[src/rtl/div_unit_pkg.sv]
// Shared encodings for the EX-stage divider: FSM states and handshake levels.
package div_unit_pkg;

  typedef enum logic [1:0] {
    DIV_FREE   = 2'b00,
    DIV_BYZERO = 2'b01,
    DIV_ON     = 2'b10,
    DIV_END    = 2'b11
  } div_state_e;

  localparam logic DIV_START = 1'b1;
  localparam logic DIV_STOP  = 1'b0;

  localparam logic DIV_RESULT_READY     = 1'b1;
  localparam logic DIV_RESULT_NOT_READY = 1'b0;

endpackage

[src/rtl/div_unit.sv]
// Radix-2 restoring divider for DIV/DIVU. Works on operand magnitudes and
// fixes the signs of quotient and remainder on the finalize edge.
//
// state      | meaning
// -----------+-------------------------------------------------------------
// DIV_FREE   | idle, waiting for start without annul
// DIV_BYZERO | divisor was zero; next edge publishes a zero result
// DIV_ON     | iterating one quotient bit per edge, then finalizing
// DIV_END    | result valid; held until EX drops start
module div_unit
  import div_unit_pkg::*;
#(
  parameter int DW = 32
) (
  input  logic            clk,
  input  logic            rst,
  input  logic            signed_div_i,
  input  logic [DW-1:0]   opdata1_i,
  input  logic [DW-1:0]   opdata2_i,
  input  logic            start_i,
  input  logic            annul_i,
  output logic [2*DW-1:0] result_o,
  output logic            ready_o
);

  localparam int CW = $clog2(DW) + 1;

  div_state_e      r_state;
  div_state_e      w_state_nxt;
  logic [CW-1:0]   r_cnt;
  logic [2*DW:0]   r_dividend;
  logic [DW-1:0]   r_divisor;
  logic            r_neg1;
  logic            r_neg2;

  logic            w_accept;
  logic            w_last;
  logic [DW-1:0]   w_mag1;
  logic [DW-1:0]   w_mag2;
  logic [DW:0]     w_diff;
  logic [DW-1:0]   w_quo;
  logic [DW-1:0]   w_rem;

  // Operand magnitudes; the most negative value keeps its bit pattern, which
  // is exactly its magnitude when read as unsigned.
  always_comb begin
    w_accept = (start_i == DIV_START) && !annul_i;
    w_last   = (r_cnt == CW'(DW));
    w_mag1   = (signed_div_i && opdata1_i[DW-1]) ? (~opdata1_i + 1'b1) : opdata1_i;
    w_mag2   = (signed_div_i && opdata2_i[DW-1]) ? (~opdata2_i + 1'b1) : opdata2_i;
    w_diff   = {1'b0, r_dividend[2*DW-1:DW]} - {1'b0, r_divisor};
    w_quo    = (r_neg1 ^ r_neg2) ? (~r_dividend[DW-1:0] + 1'b1) : r_dividend[DW-1:0];
    w_rem    = r_neg1 ? (~r_dividend[2*DW:DW+1] + 1'b1) : r_dividend[2*DW:DW+1];
  end

  // State register.
  always_ff @(posedge clk) begin
    if (!rst) r_state <= DIV_FREE;
    else      r_state <= w_state_nxt;
  end

  // Next-state decode; annul wins over the finalize edge.
  always_comb begin
    w_state_nxt = r_state;
    case (r_state)
      DIV_FREE: begin
        if (w_accept) w_state_nxt = (opdata2_i == '0) ? DIV_BYZERO : DIV_ON;
      end
      DIV_BYZERO: w_state_nxt = DIV_END;
      DIV_ON: begin
        if (annul_i)     w_state_nxt = DIV_FREE;
        else if (w_last) w_state_nxt = DIV_END;
      end
      DIV_END: begin
        if (start_i == DIV_STOP) w_state_nxt = DIV_FREE;
      end
      default: w_state_nxt = DIV_FREE;
    endcase
  end

  // Datapath: operand capture, iteration, sign fix-up and registered outputs.
  always_ff @(posedge clk) begin
    if (!rst) begin
      r_cnt      <= '0;
      r_dividend <= '0;
      r_divisor  <= '0;
      r_neg1     <= 1'b0;
      r_neg2     <= 1'b0;
      result_o   <= '0;
      ready_o    <= DIV_RESULT_NOT_READY;
    end else begin
      case (r_state)
        DIV_FREE: begin
          result_o <= '0;
          ready_o  <= DIV_RESULT_NOT_READY;
          if (w_accept) begin
            r_cnt      <= '0;
            r_divisor  <= w_mag2;
            r_dividend <= {{DW{1'b0}}, w_mag1, 1'b0};
            r_neg1     <= signed_div_i & opdata1_i[DW-1];
            r_neg2     <= signed_div_i & opdata2_i[DW-1];
          end
        end
        DIV_BYZERO: begin
          result_o <= '0;
          ready_o  <= DIV_RESULT_READY;
        end
        DIV_ON: begin
          if (annul_i) begin
            r_cnt    <= '0;
            result_o <= '0;
            ready_o  <= DIV_RESULT_NOT_READY;
          end else if (!w_last) begin
            if (w_diff[DW]) r_dividend <= {r_dividend[2*DW-1:0], 1'b0};
            else            r_dividend <= {w_diff[DW-1:0], r_dividend[DW-1:0], 1'b1};
            r_cnt <= r_cnt + CW'(1);
          end else begin
            r_cnt    <= '0;
            result_o <= {w_rem, w_quo};
            ready_o  <= DIV_RESULT_READY;
          end
        end
        DIV_END: begin
          if (start_i == DIV_STOP) begin
            result_o <= '0;
            ready_o  <= DIV_RESULT_NOT_READY;
          end
        end
        default: begin
          result_o <= '0;
          ready_o  <= DIV_RESULT_NOT_READY;
        end
      endcase
    end
  end

endmodule

[config.mk]
export PLATFORM = sky130hd
export DESIGN_NAME = div_unit
export DESIGN_NICKNAME = d
export VERILOG_FILES = /design/src/rtl/div_unit_pkg.sv /design/src/rtl/div_unit.sv
export SDC_FILE = /design/constraint.sdc
export NUM_CORES = 1
export LEC_CHECK = 0
export CELL_PAD_IN_SITES_DETAIL_PLACEMENT = 1
export CELL_PAD_IN_SITES_GLOBAL_PLACEMENT = 1
export CORE_MARGIN = 3
export CORE_UTILIZATION = 45
export DETAILED_ROUTE_END_ITERATION = 16
export GPL_TIMING_DRIVEN = 1
export MAX_ROUTING_LAYER = met4
export PLACE_DENSITY = 0.91
export SLEW_MARGIN = 20
export SYNTH_ARGS = -nofsm -noshare
export SYNTH_HDL_FRONTEND = slang
export SYNTH_SLANG_ARGS = --single-unit
[constraint.sdc]
create_clock -name clk -period 6.1 [get_ports clk]
set_input_delay 1.83 -clock clk [delete_from_list [all_inputs] [get_ports clk]]
set_output_delay 1.83 -clock clk [all_outputs]
set_load 0.01 [all_outputs]
Word-level counts from Yosys, hierarchy flattened

Cells that the tools add are included.

Output and inout bits: 65
Input bits: 69
Bits in registers: 172
Logic and storage cells: 70

Multiplexer cells: 27
Equal/unequal tests: 9
Add/subtract/negate cells: 6
Reduce and logical (&&, ||, !) cells: 13
Bitwise operators: 7

Operator list:

| kind                    | number |
|---|---|
| $mux W65                | 4 |
| $mux W64                | 3 |
| $pmux W64 S3            | 1 |
| $pmux W65 S2            | 1 |
| $add A32 B1 Y32 const B | 4 |
| $mux W32                | 4 |
| $not A32 Y32            | 4 |
| $sub A32 B32 Y33        | 1 |
| $logic_not A32 Y1       | 1 |
| $mux W6                 | 3 |
| $pmux W6 S2             | 1 |
| $mux W2                 | 5 |
| $ne A2 B2 Y1 const B    | 4 |
| $pmux W2 S4             | 1 |
| $add A6 B1 Y6 const B   | 1 |
| $eq A6 B6 Y1 const B    | 1 |
| $reduce_and A2 Y1       | 3 |
| $eq A2 B2 Y1 const B    | 2 |
| $pmux W1 S4             | 1 |
| $reduce_and A4 Y1       | 1 |
| $logic_and A1 B1 Y1     | 3 |
| $mux W1                 | 3 |
| $ne A3 B3 Y1 const B    | 1 |
| $reduce_and A3 Y1       | 1 |
| other kinds (7)         | 8 |

Logic depth before layout (Yosys ltp)

Gate-level depths: netlist of the first run.

Depth in word-level cells: 6
Depth in mapped cells: 14
Depth with buffers taken out: 12

Worst setup path before layout of the first run

OpenSTA, ideal clock, no wires.

Kind: input to register
From: input opdata1_i[15]
To: register r_dividend[24]
Cell stages on the path: 9
Setup time: 0.132 ns
Path buffers: 0
Required time: 5.968 ns
Arrival: 3.748 ns
Path slack: 2.220 ns
Cell sequence: or4_1 -> or3_1 -> nor3_1 -> nand2_1 -> o41ai_1 -> xor2_1 -> o21ai_0 -> nand2_1 -> a21oi_1

Cells in the longest elaborated chain, start to end: 5

Ends and longest elaborated chain:

| item                 | RTL line        | RTL |
|---|---|---|
| from (decl)          | div_unit.sv:18  | `input logic [DW-1:0] opdata1_i,` |
| $not A32 Y32         | div_unit.sv:49  | `w_mag1 = (signed_div_i && opdata1_i[DW-1]) ? (~opdata1_i + 1'b1) : opdata1_i;` |
| $add A32 B1 Y32      | div_unit.sv:49  |  |
| $mux W32             | div_unit.sv:49  |  |
| $mux W65             | div_unit.sv:96  | `if (w_accept) begin` |
| $pmux W65 S2         | div_unit.sv:92  | `case (r_state)` |
| to (signal assigned) | div_unit.sv:99  | `r_dividend <= {{DW{1'b0}}, w_mag1, 1'b0};` |
| to (signal assigned) | div_unit.sv:114 | `if (w_diff[DW]) r_dividend <= {r_dividend[2*DW-1:0], 1'b0};` |
| to (signal assigned) | div_unit.sv:115 | `else r_dividend <= {w_diff[DW-1:0], r_dividend[DW-1:0], 1'b1};` |
| to (decl)            | div_unit.sv:31  | `logic [2*DW:0] r_dividend;` |

No other way between the ends. The select of a mux whose other input is x is not followed.
A chain may end at the register's enable or synchronous reset.

Final worst setup path of the first run

From: input annul_i
To: register result_o[29]

Cells in the longest elaborated chain, start to end: 2
Elaborated cells on any way between the ends: 4
Classes of those cells: 1 x eq/ne; 2 x mux; 1 x reduce/logical

Ends and longest elaborated chain:

| item                                              | RTL line        | RTL |
|---|---|---|
| from (decl)                                       | div_unit.sv:21  | `input logic annul_i,` |
| $mux W64 or $ne A3 B3 Y1 (tied branches)          | --              |  |
| $pmux W64 S3 or $reduce_and A2 Y1 (tied branches) | --              |  |
| to (signal assigned)                              | div_unit.sv:119 | `result_o <= {w_rem, w_quo};` |
| to (decl)                                         | div_unit.sv:22  | `output logic [2*DW-1:0] result_o,` |

Parallel ways exist; a longest one is shown, timed or not.

==> impl_metrics.yaml, run 1 <==
clock_tree:
  cts_setup_buffers: 0
  cts_tree: "done"
  cts.clk_slew.worst_paths_ns: 0.07
  cts_resized: 0
  cts_buffers: 17
  cts_buffer_depth: 2
  h-tree-depth: 4
  cts_sinks: 172
  cts_hold_buf: 0
  clockRootBuffer: "clkbuf_16"
  clk_latency_ns: 0.45
grt:
  antenna_found_initial: 0
  grt_pass1_vias: 11320
  grt_max_degree: 86
  grt_pass1_wl_mm: 60.9
  grt.overflow.total: 0
  grt_usage: 0.298
placement:
  dp_hpwl_mm: 27.0
  port_buffers: 133
  place_congestion: 0.888
timing:
  layout_min_cycle_time_ns: 4.51
  layout_worst_path_cycle_share: 0.739
  finalSetupTns_ns: 0
  rsz0062_at_grt: "false"
  holdWs_ns: 0.453
  tightest_slew_ns: 0.981
  setup_viol: 0
  timing.fmax_ghz: 0.222
  max_slew_margin: 0.340
  maxSlewViolCount: 0
  hold_viol_final: 0
  fin_skew_ns: 0.0129
logic_synthesis:
  synthFlopType: "dfxtp_1"
  synth_area_per_cell_um2: 7.71
  synth_warnings: 0
  yosysSeqAreaShare: 0.320
  synth_edf_count: 0
  async_reset_ff_frac: 0
  synthesis.nets: 1509
  synth_seq_cells: 172
  netlist_instances: 1396
  synth_area_um2: 10800
  synth_cell_types: 74
route:
  avgViaCountPerCell: 6.08
  drcViolationCount: 0
  dr.pass1.iters: 5
  routed_wl_mm: 38.4
  vias: 10992
  ant_nets: 0
  wire_per_inst_um: 21.2
  drt_iter0_drc: 845
layout:
  drive_gt1_frac: 0.0428
  finalNetCount: 1596
  final_common_cell: "dfxtp_1"
  layout_common_cells: "171 x dfxtp_1, 160 x nand2_1, 146 x nor2_1"
  diodes: 0
  syn2layout_area_growth_pct: 19.5
die:
  die_y_um: 161
  die_w_um: 161
  start_util: 0.467
  row_count: 55
  dieArea_um2: 25800
  pin_count: 134
  core_area_um2: 23100
flow_run:
  max_cap_violations: 0
worst_hold_path:
  holdCritPathClass: "flip-flop to flip-flop"
  min_path_cells: 2
critical_path:
  ff2ff_path_depth: 12
  worstPathRequired_ns: 6.45
  arrival_ns: 4.86
  start_kind: "input pin"
  end_kind: "flip-flop"
  worstPathMaxFanout: 30
  crit_type: "input pin to flip-flop"
pwr:
  p_per_area_nw_per_um2: 322
  swShare: 0.413
  p_comb_frac: 0.391
  switching_power_w: 0.00171
  total_power_w: 0.00414
  leakage_nw: 4.68
  ir_worst_vdd_v: 0.000223
  p_seq_frac: 0.341
  cellInternalPower_w: 0.00243
  clock_power_share: 0.269
status:
  status: "finished, final reports clean"
## worst max-delay path, cell delays in order
cell and delay [ns]:
clkdlybuf4s50_1 0.66, nand2b_1 0.49, nor2_1 0.23, a21o_1 0.29, nor2_2 0.12, buf_4 0.36
nand2_1 0.52, o21ai_0 0.34
## metrics by stage
step,utilization,std cells,setup WS (ns),instance area [µm²]
finish,0.558,1809,1.59,12900
global route,0.558,1809,1.37,12900
CTS,0.558,1809,1.69,12900
detailed placement,0.533,1777,1.27,12300
global placement,0.533,1777,1.43,12300
floorplan,-,1396,2.22,10800
## final timing paths
check	slack [ns]	endpoint	startpoint
setup reg to reg	1.63	r_dividend[54]	r_dividend[33]
setup / recovery	1.59	result_o[29]	annul_i
hold reg to reg	0.45	result_o[55]	result_o[55]
hold / removal	0.45	result_o[55]	result_o[55]
## state kept, by name, summed over array words and instances (netlist names)
register / cells
r_divisor: 32
ready_o: 1
r_state: 2
r_dividend: 65
result_o: 64
r_neg1: 1
r_cnt: 6
r_neg2: 1
## cell families after synthesis
| kind of cell | count (synthesis) | synth area share |
|---|---|---|
| simple gates | 454 | 0.194 |
| xor+xnor | 151 | 0.123 |
| compound gates | 412 | 0.239 |
| fa+ha+maj | 44 | 0.0518 |
| mux | 24 | 0.0223 |
| flops | 172 | 0.320 |
| buf+inv | 139 | 0.0506 |
## cell usage after synthesis, types with 3 or more instances
cell type	instances	area share
o211ai_1	16	0.011
or2_2	3	0.0017
nor2_1	148	0.052
and3_1	7	0.0041
a311oi_1	5	0.0041
nor4_1	11	0.0064
or3_1	16	0.0093
nand2b_1	8	0.0046
nand3_1	22	0.010
a31oi_1	12	0.0070
nand3b_1	6	0.0042
inv_1	60	0.021
a21oi_1	110	0.051
a211oi_1	29	0.020
or4_1	9	0.0063
ha_1	43	0.050
mux2i_1	24	0.022
xor2_1	67	0.055
o41ai_1	13	0.011
a22oi_1	28	0.020
dfxtp_1	172	0.32
nand2_1	160	0.056
o21ai_1	42	0.020
o21ai_0	93	0.043
and2_1	5	0.0029
clkbuf_1	72	0.025
o21a_1	7	0.0049
nor3_1	29	0.013
o31ai_1	16	0.011
nand4_1	6	0.0035
nor2b_1	8	0.0046
a32oi_1	9	0.0073
xnor2_1	84	0.068
a21o_1	6	0.0042
or3_4	3	0.0031
## metal layers
layer | vias up | global-route usage | wire [µm]
met5 | - | - | 0
met4 | 0 | 0.0947 | 908
met3 | 94 | 0.0678 | 2800
met2 | 436 | 0.476 | 18000
met1 | 5342 | 0.375 | 16700
li1 | 5120 | - | -
## power by group through the flow
stage | clock (W) | combinational, W | sequential, W
detailed placement | 0 | 0.00153 | 0.00142
CTS | 0.00111 | 0.00159 | 0.00140
finish | 0.00111 | 0.00162 | 0.00141
global placement | 0 | 0.00146 | 0.00141
global route | 0.00116 | 0.00176 | 0.00142
floorplan | 0 | 0.00112 | 0.00135
## layout make-up
| cell class | count | area, µm² |
|---|---|---|
| clock buffer | 21 | 440 |
| fill | 2836 | 10200 |
| inverter | 61 | 230 |
| sequential | 172 | 3440 |
| timing repair buffer | 146 | 1430 |
| clock inverter | 11 | 135 |
| multi-input combinational | 1085 | 6800 |
| tap | 313 | 392 |
Power figures use the tool's default switching activity.
==> run 2: changes to the inputs <==
--- a/config.mk
+++ b/config.mk
@@ -8,11 +8,11 @@
 export CELL_PAD_IN_SITES_DETAIL_PLACEMENT = 1
 export CELL_PAD_IN_SITES_GLOBAL_PLACEMENT = 1
 export CORE_MARGIN = 3
-export CORE_UTILIZATION = 45
+export CORE_UTILIZATION = 38
 export DETAILED_ROUTE_END_ITERATION = 16
 export GPL_TIMING_DRIVEN = 1
 export MAX_ROUTING_LAYER = met4
-export PLACE_DENSITY = 0.91
+export PLACE_DENSITY = 0.82
 export SLEW_MARGIN = 20
 export SYNTH_ARGS = -nofsm -noshare
 export SYNTH_HDL_FRONTEND = slang
==> constraint.sdc (replaced) <==
create_clock -name clk -period 3.7 [get_ports clk]
set_input_delay 1.11 -clock clk [delete_from_list [all_inputs] [get_ports clk]]
set_output_delay 1.11 -clock clk [all_outputs]
set_load 0.01 [all_outputs]
==> run 2 against run 1 <==
Clock power is 73% higher. Cell count increased by 6.2%. Die area up 18%. Routed wire length decreased by 3.3%. Non-clock buffer count grew 54. Utilization fell by 6.7 points. Critical path type is now flip-flop to flip-flop. Largest power group unchanged. Highest routed layer unchanged.
==> impl_metrics.yaml, run 2 (synthesis results as in run 1) <==
route:
  wire_per_inst_um: 19.3
  drt_iter0_drc: 715
  avgViaCountPerCell: 5.62
  dr.pass1.iters: 4
  routed_wl_mm: 37.2
  vias: 10801
  drcViolationCount: 0
  ant_nets: 0
clock_tree:
  cts.clk_slew.worst_paths_ns: 0.07
  h-tree-depth: 4
  clk_latency_ns: 0.45
  cts_buffer_depth: 2
  cts_buffers: 17
  cts_resized: 0
  clockRootBuffer: "clkbuf_16"
  cts_sinks: 172
  cts_hold_buf: 0
  cts_tree: "done"
  cts_setup_buffers: 0
layout:
  diodes: 0
  layout_common_cells: "172 x dfxtp_1, 160 x nand2_1, 146 x nor2_1"
  reg.largest.list: "r_dividend: 65 flops, result_o: 64 flops, r_divisor: 32 flops"
  final_common_cell: "dfxtp_1"
  largest_reg_flops: 65
  syn2layout_area_growth_pct: 24.9
  final_area_um2: 13400
  finalNetCount: 1650
  regMostFlops: "r_dividend"
  drive_gt1_frac: 0.0794
  finish.utilization: 0.491
placement:
  port_buffers: 133
  place_congestion: 0.923
  dp_hpwl_mm: 28.3
  placed_area_um2: 12800
die:
  dieArea_um2: 30400
  row_count: 60
  start_util: 0.393
  pin_count: 134
  die_w_um: 174
  core_area_um2: 27400
  die_y_um: 174
critical_path:
  worstPathRequired_ns: 4.08
  arrival_ns: 3.92
  start_kind: "flip-flop"
  crit_type: "flip-flop to flip-flop"
  worstPathMaxFanout: 24
  end_kind: "flip-flop"
timing:
  timing.fmax_ghz: 0.283
  fin_skew_ns: 0.0187
  hold_viol_final: 0
  setup_viol: 0
  layout_worst_path_cycle_share: 0.955
  tightest_slew_ns: 0.723
  maxSlewViolCount: 0
  holdWs_ns: 0.448
  layout_min_cycle_time_ns: 3.53
  max_slew_margin: 0.514
grt:
  grt_pass1_wl_mm: 59.1
  grt_pass1_vias: 10904
  grt.overflow.total: 0
  grt_usage: 0.246
  antenna_found_initial: 0
  grt_max_degree: 87
pwr:
  leakage_nw: 5.01
  ir_worst_vdd_v: 0.000333
  p_per_area_nw_per_um2: 520
flow_run:
  max_cap_violations: 0
worst_hold_path:
  holdCritPathClass: "flip-flop to flip-flop"
status:
  status: "finished, final reports clean"
-- run 2: changes by cell type in the layout (fill, tap and decap cells not counted), moves of 2 or more --
cell	change
inv_6	+3
buf_12	+3
buf_4	+51
clkbuf_1	-4
clkinv_4	-2
-- run 2: critical path, stage by stage, from the launching register on --
cell and delay, ns:
dfxtp_1 0.33, inv_1 0.06, ha_1 0.21, fa_1 0.42, nand2b_1 0.21, a21oi_2 0.19
o41a_1 0.23, a31oi_1 0.20, o41ai_2 0.40, buf_4 0.18, a221o_1 0.20, a31o_1 0.21
buf_12 0.22, mux2i_1 0.24, a22o_1 0.15
-- run 2: stage by stage --
step	worst slack, ns	setup TNS, ns	power [W]	instances
final	0.165	0	0.00699	1922
after global routing	-0.0465	-0.425	0.00739	1922
after CTS	0.0426	0	0.00695	1922
after detailed placement	0.0306	0	0.00500	1890
after global placement	0.0840	0	0.00490	1890
after floorplan	0.503	0	0.00408	1396
-- run 2: report_power, final --
part	internal (W)	leakage (nW)	switching (W)
combinational	0.00105	3.31	0.00169
sequential	0.00205	1.40	0.000273
clock	0.00110	0.300	0.000827
total	0.00420	5.01	0.00279
-- run 2: path summary, 6_finish.rpt --
path / startpoint / endpoint / slack (ns) / cells after the start
worst max register to register: r_dividend[32] / r_dividend[33] / 0.17 / 14
worst min-delay path: result_o[63] / result_o[63] / 0.45 / 2
worst min register to register: result_o[63] / result_o[63] / 0.45 / 2
worst max-delay path: r_dividend[32] / r_dividend[33] / 0.17 / 14
-- run 2: area by class of cell --
class / count / area (µm²)
tap: 372 / 465
clock inverter: 14 / 179
clock buffer: 18 / 439
sequential: 172 / 3440
multi-input combinational: 1085 / 6820
fill: 3363 / 14000
inverter: 61 / 230
timing repair buffer: 200 / 1870
-- run 2: layer usage --
metal  up-vias  GRT usage  part of all wire
met4         0     0.0583             0.019
met3        49     0.0430             0.051
met5         -          -                 0
met2       248      0.391              0.46
li1       5208          -                 -
met1      5296      0.327              0.47
